## config.mk

```make
export PLATFORM = sky130hd
export DESIGN_NAME = fetch_unit
export DESIGN_NICKNAME = d
export VERILOG_FILES = /design/src/rtl/fetch_unit_pkg.sv /design/src/rtl/fetch_unit.sv
export SDC_FILE = /design/constraint.sdc
export NUM_CORES = 1
export LEC_CHECK = 0
export BUFFER_PORTS_ARGS = -buffer_cell sky130_fd_sc_hd__buf_4
export CAP_MARGIN = 20
export CELL_PAD_IN_SITES_DETAIL_PLACEMENT = 0
export CELL_PAD_IN_SITES_GLOBAL_PLACEMENT = 1
export CORE_UTILIZATION = 29
export DETAILED_ROUTE_END_ITERATION = 10
export PLACE_DENSITY_LB_ADDON = 0.3
export SLEW_MARGIN = 5
export SYNTH_ARGS = -nofsm -noshare
export SYNTH_HDL_FRONTEND = slang
export SYNTH_SLANG_ARGS = --single-unit
```

## constraint.sdc

```tcl
create_clock -name I_clk -period 5.7 [get_ports I_clk]
set_clock_uncertainty 0.05 [all_clocks]
set_input_delay 0.285 -clock I_clk [delete_from_list [all_inputs] [get_ports I_clk]]
set_output_delay 0.285 -clock I_clk [all_outputs]
set_load 0.01 [all_outputs]
```

## src/rtl/fetch_unit_pkg.sv

```systemverilog
// Shared definitions for the instruction fetch stage.
// Latency: n/a (types and constants only).
// Backpressure: n/a.
package fetch_unit_pkg;

    // Fetch sequencer states. At most one memory request is ever in flight.
    typedef enum logic [1:0] {
        ST_REQ   = 2'd0,  // free to issue a request for I_pc
        ST_WAIT  = 2'd1,  // request accepted, waiting for its response
        ST_DROP  = 2'd2,  // redirected while waiting; swallow the stale response
        ST_FAULT = 2'd3   // misaligned PC seen; parked until redirected
    } fetch_state_t;

    // Canonical RISC-V NOP (addi x0, x0, 0).
    localparam logic [31:0] CPU_NOP_INSTR = 32'h0000_0013;

    // Sequential PC step for 32-bit instructions.
    localparam logic [31:0] PC_INCR = 32'd4;

    function automatic logic pc_misaligned(input logic [31:0] pc);
        return pc[1:0] != 2'b00;
    endfunction

endpackage

```

## src/rtl/fetch_unit.sv

```systemverilog
// Instruction fetch: issues I_pc to instruction memory, registers the returned word for decode,
// and drives the next-PC value (hold / +4 / redirect) back into the PC register.
// Latency: request accepted in cycle n -> O_valid at n+2 with a single-cycle memory.
// Backpressure: while decode holds an entry (O_valid && !I_ready) no request is issued and the PC holds.
//
// Ports:
//   I_clk, I_rst                  clock, asynchronous active-high reset
//   I_pc / O_next_pc              current PC in, next PC out (closes the loop through the PC register)
//   I_redirect, I_redirect_pc     branch/jump/trap redirect strobe and target
//   O_imem_req/addr, I_imem_ready request side of instruction memory (valid/ready)
//   I_imem_rvalid, I_imem_rdata   response side of instruction memory
//   O_valid/instr/instr_pc/fault  entry presented to decode, consumed with I_ready
module fetch_unit
    import fetch_unit_pkg::*;
#(
    parameter logic [31:0] RESET_PC  = 32'h0000_0000,
    parameter logic [31:0] NOP_INSTR = CPU_NOP_INSTR
) (
    input  logic        I_clk,
    input  logic        I_rst,
    input  logic [31:0] I_pc,
    output logic [31:0] O_next_pc,
    input  logic        I_redirect,
    input  logic [31:0] I_redirect_pc,
    output logic        O_imem_req,
    output logic [31:0] O_imem_addr,
    input  logic        I_imem_ready,
    input  logic        I_imem_rvalid,
    input  logic [31:0] I_imem_rdata,
    output logic        O_valid,
    output logic [31:0] O_instr,
    output logic [31:0] O_instr_pc,
    output logic        O_fault,
    input  logic        I_ready
);

    fetch_state_t state_q;
    fetch_state_t state_d;

    logic        out_valid_q;
    logic        out_fault_q;
    logic [31:0] out_instr_q;
    logic [31:0] out_pc_q;
    logic [31:0] req_pc_q;      // address of the request currently in flight

    logic        slot_free;
    logic        pc_misal;
    logic        req_raw;
    logic        accept;
    logic        load_mem;
    logic        load_fault;

    // The decode slot can take a new entry if it is empty or being drained this cycle.
    assign slot_free = !out_valid_q || I_ready;
    assign pc_misal  = pc_misaligned(I_pc);

    // ---------------------------------------------------------------
    // State register
    // ---------------------------------------------------------------
    always_ff @(posedge I_clk or posedge I_rst) begin
        if (I_rst) begin
            state_q <= ST_REQ;
        end else begin
            state_q <= state_d;
        end
    end

    // ---------------------------------------------------------------
    // Next-state logic
    // ---------------------------------------------------------------
    always_comb begin
        state_d = state_q;
        case (state_q)
            ST_REQ: begin
                if (accept) begin
                    state_d = ST_WAIT;
                end else if (pc_misal && slot_free && !I_redirect) begin
                    state_d = ST_FAULT;
                end
            end
            ST_WAIT: begin
                // A response coinciding with a redirect is simply not loaded.
                if (I_imem_rvalid) begin
                    state_d = ST_REQ;
                end else if (I_redirect) begin
                    state_d = ST_DROP;
                end
            end
            ST_DROP: begin
                if (I_imem_rvalid) begin
                    state_d = ST_REQ;
                end
            end
            ST_FAULT: begin
                if (I_redirect) begin
                    state_d = ST_REQ;
                end
            end
            default: state_d = ST_REQ;
        endcase
    end

    // ---------------------------------------------------------------
    // Output / control decode
    // ---------------------------------------------------------------
    always_comb begin
        req_raw    = 1'b0;
        load_fault = 1'b0;
        load_mem   = 1'b0;
        case (state_q)
            ST_REQ: begin
                req_raw    = slot_free && !I_redirect && !pc_misal;
                load_fault = slot_free && !I_redirect && pc_misal;
            end
            ST_WAIT: begin
                load_mem = I_imem_rvalid && !I_redirect;
            end
            default: begin
                req_raw    = 1'b0;
                load_fault = 1'b0;
                load_mem   = 1'b0;
            end
        endcase
    end

    // Reset gates the request combinationally so it falls the moment reset rises.
    assign O_imem_req  = req_raw && !I_rst;
    assign O_imem_addr = I_pc;
    assign accept      = O_imem_req && I_imem_ready;

    // Next-PC mux lives here so the PC register itself stays a plain flop.
    always_comb begin
        if (I_rst) begin
            O_next_pc = RESET_PC;
        end else if (I_redirect) begin
            O_next_pc = I_redirect_pc;
        end else if (accept) begin
            O_next_pc = I_pc + PC_INCR;
        end else begin
            O_next_pc = I_pc;
        end
    end

    // ---------------------------------------------------------------
    // In-flight request address and decode output register
    // ---------------------------------------------------------------
    always_ff @(posedge I_clk or posedge I_rst) begin
        if (I_rst) begin
            req_pc_q <= 32'h0;
        end else if (accept) begin
            req_pc_q <= I_pc;
        end
    end

    always_ff @(posedge I_clk or posedge I_rst) begin
        if (I_rst) begin
            out_valid_q <= 1'b0;
            out_fault_q <= 1'b0;
            out_instr_q <= NOP_INSTR;
            out_pc_q    <= 32'h0;
        end else if (I_redirect) begin
            // Anything held belongs to the abandoned path.
            out_valid_q <= 1'b0;
            out_fault_q <= 1'b0;
        end else if (load_mem) begin
            out_valid_q <= 1'b1;
            out_fault_q <= 1'b0;
            out_instr_q <= I_imem_rdata;
            out_pc_q    <= req_pc_q;
        end else if (load_fault) begin
            out_valid_q <= 1'b1;
            out_fault_q <= 1'b1;
            out_instr_q <= NOP_INSTR;
            out_pc_q    <= I_pc;
        end else if (I_ready) begin
            out_valid_q <= 1'b0;
            out_fault_q <= 1'b0;
        end
    end

    assign O_valid    = out_valid_q;
    assign O_fault    = out_fault_q;
    assign O_instr    = out_instr_q;
    assign O_instr_pc = out_pc_q;

endmodule

```

Yosys cells after proc, flatten, opt, wreduce, memory -nomap -nowiden

Cells that the tools add are included.

Add/subtract/negate cells: 1
Eq/ne operators: 7
Muxes and demuxes: 23
Bitwise logic cells: 1
Reductions and logical operators: 19

Operators by type and width:

| operator                                                              | count |
|---|---|
| 32-bit two-way mux                                                    | 7 |
| 32-bit by 3-bit adder with 32-bit output, second input constant       | 1 |
| 2-bit two-way mux                                                     | 6 |
| 1-bit two-way mux                                                     | 9 |
| 1-bit logical AND                                                     | 8 |
| 2-bit one-hot mux with 4 select lines                                 | 1 |
| 3-bit != test, second input constant                                  | 2 |
| 2-bit equality test, second input constant                            | 2 |
| 1-bit logical NOT                                                     | 4 |
| 2-bit != test, second input constant                                  | 2 |
| 4-bit AND reduction                                                   | 1 |
| 2-bit nonzero test                                                    | 2 |
| 4-bit nonzero test                                                    | 1 |
| 2-bit by 1-bit equality test with 1-bit output, second input constant | 1 |
| 2-bit logical NOT                                                     | 1 |
| 2-bit AND reduction                                                   | 1 |
| 1-bit logical OR                                                      | 1 |
| 1-bit inverter                                                        | 1 |

Flip-flop bits (word level): 100
Bits of input ports: 102
Output and inout port bits: 131
Word-level logic and storage cells: 57

Logic depth before layout (Yosys ltp)

Gate-level depths: netlist of run 1.

Depth after elaboration: 10
Mapped depth: 7
Gate-level depth less buffers: 5

Least setup slack after synthesis of run 1

No wires, ideal clock.

Kind: input port to output port
From: input port I_rst
To: output port O_next_pc[30]
Data arrival time: 4.693 ns
Required time: 5.365 ns
Setup slack: 0.672 ns
Stages: 5
Cells stage by stage: clkbuf_1 inv_1 clkbuf_1 o221ai_1 a211oi_1

Cells in the longest elaborated chain, start to end: 6

Ends and longest elaborated chain:

| what                               | line              | RTL |
|---|---|---|
| from (decl)                        | fetch_unit.sv:20  | `input logic I_rst,` |
| 1-bit logical NOT (no source line) | --                |  |
| 1-bit logical AND                  | fetch_unit.sv:127 | `assign O_imem_req = req_raw && !I_rst;` |
| 1-bit logical AND                  | fetch_unit.sv:129 | `assign accept = O_imem_req && I_imem_ready;` |
| 32-bit two-way mux                 | fetch_unit.sv:137 | `end else if (accept) begin` |
| 32-bit two-way mux                 | fetch_unit.sv:135 | `end else if (I_redirect) begin` |
| 32-bit two-way mux (*)             | fetch_unit.sv:133 | `if (I_rst) begin` |
| to (decl)                          | fetch_unit.sv:22  | `output logic [31:0] O_next_pc,` |

Mark *: on every way between the ends. The rest lies on a longest branch, timed or not.

Worst setup path after layout of run 1

From: register state_q[1]
To: output port O_next_pc[17]

Cells in the longest elaborated chain, start to end: 7

Ends and longest elaborated chain:

| what                   | line              | RTL |
|---|---|---|
| from (decl)            | fetch_unit.sv:37  | `fetch_state_t state_q;` |
| from (signal assigned) | fetch_unit.sv:64  | `state_q <= state_d;` |
| 2-bit logical NOT      | fetch_unit.sv:110 | `case (state_q)` |
| 1-bit two-way mux      | fetch_unit.sv:110 |  |
| 1-bit logical AND      | fetch_unit.sv:127 |  |
| 1-bit logical AND      | fetch_unit.sv:129 |  |
| 32-bit two-way mux     | fetch_unit.sv:137 |  |
| 32-bit two-way mux     | fetch_unit.sv:135 |  |
| 32-bit two-way mux     | fetch_unit.sv:133 |  |

Every way passes these cells.

==> results of run 1 <==
==> worst register-to-register path, cell delays in order (launching register included) <==
cell     delay [ps]
dfrtp_1         470
nor2b_1         280
and2_4          800
nor2_2          300
buf_8           240
a22o_1          190
==> per-stage QoR <==
step | util (%) | worst slack [ps] | cells | hold slack [ps]
6_report | 40.61 | 2307 | 1010 | 82.41
5_1_grt | 40.61 | 2107 | 1010 | 74.38
4_1_cts | 40.53 | 2324 | 1009 | 71.35
3_5_place_dp | 38.84 | 2632 | 993 | 415.8
3_3_place_gp | 38.84 | 2730 | 993 | 411.0
2_1_floorplan | - | 672.5 | 573 | 343.9
==> flip-flops by register name (all words and copies together) (netlist names) <==
signal / cells
O_fault: 1
state_q: 2
O_instr_pc: 32
O_instr: 32
req_pc_q: 32
O_valid: 1
==> layer usage <==
metal	vias up	global-route usage [%]	wire length [um]	share of wire, %
met1	2501	24.53	8035	44
met5	-	0	0	0
met2	222	29.76	8562	47
met3	11	4.925	1446	7.9
li1	2457	-	-	-
met4	0	4.176	183	1.0
==> logic make-up (layout without fill, tap and decap cells) <==
kind of cell / after synthesis / in the layout / synth area share [%]
flops: 100 / 100 / 44.61
buf+inv: 85 / 262 / 7.973
simple gates: 179 / 179 / 17.15
xor+xnor: 2 / 2 / 0.3119
mux: 62 / 62 / 11.65
fa+ha+maj: 1 / 1 / 0.2227
compound gates: 144 / 144 / 18.08
==> power by group through the flow <==
stage                     Combinational (mW)  Sequential (mW)  Clock (mW)
after detailed placement                1.12             1.21           0
after global routing                    1.20             1.25       0.709
after CTS                               1.11             1.21       0.679
final                                   1.10             1.21       0.655
after global placement                  1.09             1.21           0
after floorplan                        0.496             1.28           0
==> worst max-delay path by stage <==
stage / startpoint / to / slack (ps)
5_1_grt: state_q[1] / O_next_pc[17] / 2110
2_1_floorplan: I_rst / O_next_pc[30] / 670
4_1_cts: state_q[1] / O_next_pc[17] / 2320
6_report: state_q[1] / O_next_pc[17] / 2310
3_3_place_gp: I_redirect / O_instr[22] / 2730
3_5_place_dp: I_redirect / O_instr[19] / 2630
==> area by class of cell <==
type	instances	area, um^2	share of cell area [%]
Inverter	8	32.53	0.4254
Timing Repair Buffer	238	1794	23.46
Clock inverter	4	52.55	0.6872
Tap cell	260	325.3	4.254
Sequential cell	100	2506	32.77
Clock buffer	12	266.5	3.485
Multi-Input combinational cell	388	2670	34.91
==> cells in the mapped netlist (14+ instances only) <==
cell      count  area, um^2
o21ai_1      36       180.2
mux2i_1      35       350.3
nor2_1       31       116.4
nand2_1      52       195.2
buf_4        32       240.2
a22o_1       29       254.0
nand4_1      20       125.1
o21ai_0      15       75.07
clkbuf_1     30       112.6
dfrtp_1      97        2427
a311oi_1     14       122.6
mux2_1       21       236.5
==> key figures, run 1 <==
Status
  • Outcome: finished clean

Logic synthesis
  • Synth Area per Inst: 9.804 um^2
  • Register area share after synthesis: about 45%
  • Cell variety after synth: 57
  • Prevailing post-synth register cell: dfrtp_1
  • Post-synth EDFFs: 0
  • Synth warn: 0
  • Post-synthesis register bit count: 100
  • Synthesized Nets: 676
  • Mapped Area: 5618 um^2
  • Asr flop ratio synth: 100.0%
  • Mapped Cells: 573

Critical path
  • Worst-path fanout max: 17
  • Critical path class: reg -> out
  • Largest incremental delay on the critical path: roughly 700 ps
  • Top Family by Delay on Critical Path: simple AND/OR/NAND/NOR gates
  • Reg2Reg Setup Slack: roughly 3300 ps
  • FF-to-FF path depth: 5
  • Worst reg2reg endpoint: O_instr[26]
  • Worst R2R Start: state_q[0]
  • Crit. End Element: output port
  • Levels on crit path: 5
  • Worst path required time: roughly 5400 ps
  • Crit start category: flip-flop
  • Data arrival, critical path: 3060 ps
  • Slowest cell on the critical path: nand4_1
  • Critical Path, Cell by Cell: nor4_4 > nand4_1 > or4_1 > a311oi_1 > buf_4
  • Crit path buf inv count: 1

Clocking
  • CTS max path bufs: 2
  • Max H-tree Level: 3
  • Clk Tree Root Cell: clkbuf_16
  • Resized cells post-CTS: 0
  • # clock sinks: 100
  • Total CTS buffers: 9
  • Worst-path clk slew: ~70 ps
  • # hold bufs at CTS: 0
  • Post-CTS Setup Inserts: 0
  • CTS tree: yes
  • Worst-Skew Late Latency: ~350 ps

Min path
  • WHS Path Cells: 2
  • WHS Endpoint: state_q[1]
  • Worst min path class: in -> reg
  • Hold_sp: I_imem_rvalid

Run
  • Max-Cap Viols: 0

Timing
  • Final Cycle Share: about three fifths
  • Final slew viol count: 0
  • Fmax: approximately 300 MHz
  • Min cycle time layout: approximately 3400 ps
  • Worst-margin pin slew: 978.8 ps
  • RSZ-0062 raised after global routing: no
  • Slew HR: roughly a third
  • Fin Setup TNS: 0 ps
  • Final setup violation count: 0
  • Final hold violation count: 0

Global routing
  • First-pass GRT wire length: 28.11 mm
  • Tot GR Track Use: 18.42%
  • Vias in the first global route: 4930
  • Grt ovf: 0
  • Antenna violations before repair: 0
  • Largest net degree at the start of global routing: 96

Floorplanning
  • Core ar.: 18830 um^2
  • # rows: 50
  • Die Height: ~140 um
  • Die Area: roughly 20000 um^2
  • Initial Utilization: around 30%
  • IO Pins: between 200 and 250
  • Die X: between 100 and 150 um

Power
  • Psw: 978.2 uW
  • Total power draw: between 2 and 3 mW
  • Clock network fraction of total power: 22.1%
  • P_leak: ~3.5 nW
  • Pwr dens: between 300 and 400 nW/um^2
  • Sw frac: 33.00%
  • Gate power share: approximately 37%
  • P_int: between 1.5 and 2 mW
  • Peak VDD IR: between 0.0002 and 0.00025 V
  • Reg power frac: approximately 41%

Layout
  • Ant. Diodes: 0
  • Most frequent cells in the layout: buf_4, dfrtp_1, nand2_1
  • Share of cells above drive strength 1: between 30% and 40%
  • Commonest non-fill, non-tap cell in the layout: buf_4
  • # fillers: approximately 1900
  • Area growth, synth to finish: 36.12%
  • # nets final: between 800 and 900
  • Final instance area: 7647 um^2

Drt
  • DRC Markers: 0
  • Via Count: a little over 5000
  • Post-Route WL: between 15 and 20 mm
  • Vias/cell: 5.140
  • DRC marker count from the first detailed-route iteration: approximately 360
  • Router iterations before antenna repair: 5
  • Post-DRT Antenna Nets: 0
  • Routed len/inst: ~18 um

Placed design
  • Area after DPL: between 7000 and 8000 um^2
  • Port Buffers: 232
  • DPL Wire Length: between 10 and 15 mm
  • RePlAce Congestion: between 0.8 and 0.9
No activity file was read; power rests on OpenSTA's default activity.
==> inputs of run 2 (changes only) <==
clock period = 3.3 ns   (was 5.7 ns; I/O delays follow)
==> run 2 against run 1 <==
Sequential share of layout area fell by 1.4 points. Routed wire length rose by 3.1%. Worst setup slack got worse by 2100 ps. First-iteration DRC count fell by 30%. Combinational power rose by 76%. Clock power rose by 65%. Non-clock buffer count rose by 39. Final area rose by 4.5%. Clock-buffer cell count fell by 1. Utilization rose by 1.8 points. Via count rose by 2.8%.
==> key figures, run 2 (synthesis gave the netlist of run 1 again) <==
Critical path
  • Worst-path fanout max: 27 (+10)
  • FF-to-FF path depth: 5 (unchanged)
  • Critical path class: in -> out
  • Worst reg2reg endpoint: O_instr_pc[19]
  • Reg2Reg Setup Slack: 900 ps (-2370 ps)
  • Worst R2R Start: state_q[1]
  • Crit start category: input pin
  • Worst setup path endpoint: O_next_pc[16]
  • Worst Setup SP: I_rst
  • Worst path required time: 3080 ps (-2290 ps)
  • Data arrival, critical path: 2860 ps (-200 ps)
  • Crit. End Element: output port

Global routing
  • Antenna violations before repair: 0 (unchanged)
  • Tot GR Track Use: 18.94% (+0.52 points)
  • Grt ovf: 0 (unchanged)
  • First-pass GRT wire length: 29.04 mm (+3.3%)
  • Largest net degree at the start of global routing: 60 (-38%)
  • Vias in the first global route: 5243 (+6.3%)

Layout
  • Share of cells above drive strength 1: 35.23% (-1.4 points)
  • Area of the multi-input gates: 2670 um^2 (unchanged)
  • # nets final: 887 (+4.6%)
  • Commonest non-fill, non-tap cell in the layout: buf_4
  • Area growth, synth to finish: 42.32%
  • # fillers: 1877 (+0.37%)
  • Most frequent cells in the layout: buf_4, dfrtp_1, nand2_1
  • Ant. Diodes: 0 (unchanged)
  • Sequential cell area: 2506 um^2 (unchanged)

Floorplanning
  • Initial Utilization: 29.83% (unchanged)
  • Die X: 141.2 um (unchanged)
  • Core ar.: 18830 um^2 (unchanged)
  • IO Pins: 233 (unchanged)
  • Die Height: 141.2 um (unchanged)
  • Die Area: 19930 um^2 (unchanged)
  • # rows: 50 (unchanged)

Power
  • Peak VDD IR: 0.0003009 V (+48%)
  • Reg power frac: 41.0% (+0.2 points)
  • Total power draw: 5.108 mW (+72%)
  • Clock network fraction of total power: 21.1% (-1.0 points)
  • Psw: 1.714 mW (+75%)
  • Gate power share: 37.9% (+0.8 points)
  • P_int: 3.394 mW (+71%)
  • Pwr dens: 638.9 nW/um^2 (+65%)
  • P_leak: 3.600 nW (+4.2%)
  • Sw frac: 33.55% (+0.55 points)

Clocking
  • Worst-path clk slew: 70 ps (about the same)
  • # clock sinks: 100 (unchanged)
  • Worst-Skew Late Latency: 350 ps (about the same)
  • Total CTS buffers: 9 (unchanged)
  • Max H-tree Level: 3 (unchanged)
  • CTS max path bufs: 2 (unchanged)
  • CTS tree: yes
  • Clk Tree Root Cell: clkbuf_16

Timing
  • Min cycle time layout: between 3000 and 4000 ps
  • Final Cycle Share: 93.14%
  • Fmax: about 330 MHz
  • Final slew viol count: 0 (unchanged)
  • Fin Setup TNS: 0 ps (unchanged)
  • Slew HR: 49.27% (+15 points)
  • Worst-margin pin slew: 760.9 ps (-217.9 ps)
  • RSZ-0062 raised after global routing: no
  • Final setup violation count: 0 (unchanged)
  • Final hold violation count: 0 (unchanged)

Min path
  • Hold_sp: I_pc[31]
  • Worst min path class: in -> reg

Placed design
  • DPL Wire Length: 13.42 mm (+1.5%)
  • Port Buffers: 232 (unchanged)
  • RePlAce Congestion: 0.8645 (+2.0%)

Drt
  • Post-DRT Antenna Nets: 0 (unchanged)
  • Via Count: 5335 (+2.8%)
  • Post-Route WL: 18.80 mm (+3.1%)
  • Vias/cell: 5.086 (-1.0%)
  • Router iterations before antenna repair: 5 (unchanged)
  • Routed len/inst: 17.92 um (-0.72%)
  • DRC marker count from the first detailed-route iteration: 253 (-30%)
  • DRC Markers: 0 (unchanged)

Status
  • Outcome: finished clean

Run
  • Max-Cap Viols: 0 (unchanged)
==> run 2: power by group through the flow <==
| stage | clock [mW] | sequential (mW) | combinational (mW) |
|---|---|---|---|
| after floorplan | 0 | 2.21 | 0.857 |
| after global placement | 0 | 2.09 | 1.88 |
| after detailed placement | 0 | 2.10 | 1.93 |
| after CTS | 1.12 | 2.10 | 1.95 |
| after global routing | 1.17 | 2.17 | 2.12 |
| final | 1.08 | 2.09 | 1.94 |
==> run 2: what timing repair did <==
item / CTS / global route
hold endpoints to repair: 49 / 0
gates resized for setup: 0 / 0
hold buffers: 34 / 0
setup buffers: 0 / 0
==> run 2: worst max-delay path: stages <==
cell and delay, ps:
dlygate4sd3_1 530, buf_4 240, nor4_4 300, nand4_1 550, or4_1 600, a311oi_1 280, buf_4 170
==> run 2: area by class of cell <==
type                    instances  share of cell area, %
multi-input cells             388                  33.40
flip-flops and latches        100                  31.35
repair buffers                277                  27.12
well taps                     260                  4.069
clock buffers                  11                  2.911
clock inverters                 5                 0.7512
inverters                       8                 0.4069
==> run 2: metal layers <==
metal  wire length, um  global-route usage [%]
met1              8218                   24.38
met2              8891                   30.77
met3              1279                   3.872
met4               406                   8.124
met5                 0                       0
==> run 2: through the flow <==
step / instances / instance area, um^2 / hold slack, ps / util [%] / setup WS [ps]
finish: 1049 / 7995 / 24.22 / 42.46 / 226.5
global placement: 998 / 7351 / 307.0 / 39.04 / 777.5
floorplan: 573 / 5619 / 223.9 / - / 367.3
detailed placement: 998 / 7351 / 308.3 / 39.04 / 680.8
CTS: 1048 / 7984 / 15.38 / 42.40 / 274.2
global route: 1049 / 7995 / 24.49 / 42.46 / 23.38
==> run 2: how the worst min path moves through the flow <==
stage                     cells past startpoint           end  slack (ps)
after CTS                                     2  req_pc_q[31]          20
after floorplan                               1    state_q[1]         220
final                                         2  req_pc_q[31]          20
after global placement                        2  req_pc_q[25]         310
after global routing                          2  req_pc_q[31]          20
after detailed placement                      2  req_pc_q[25]         310
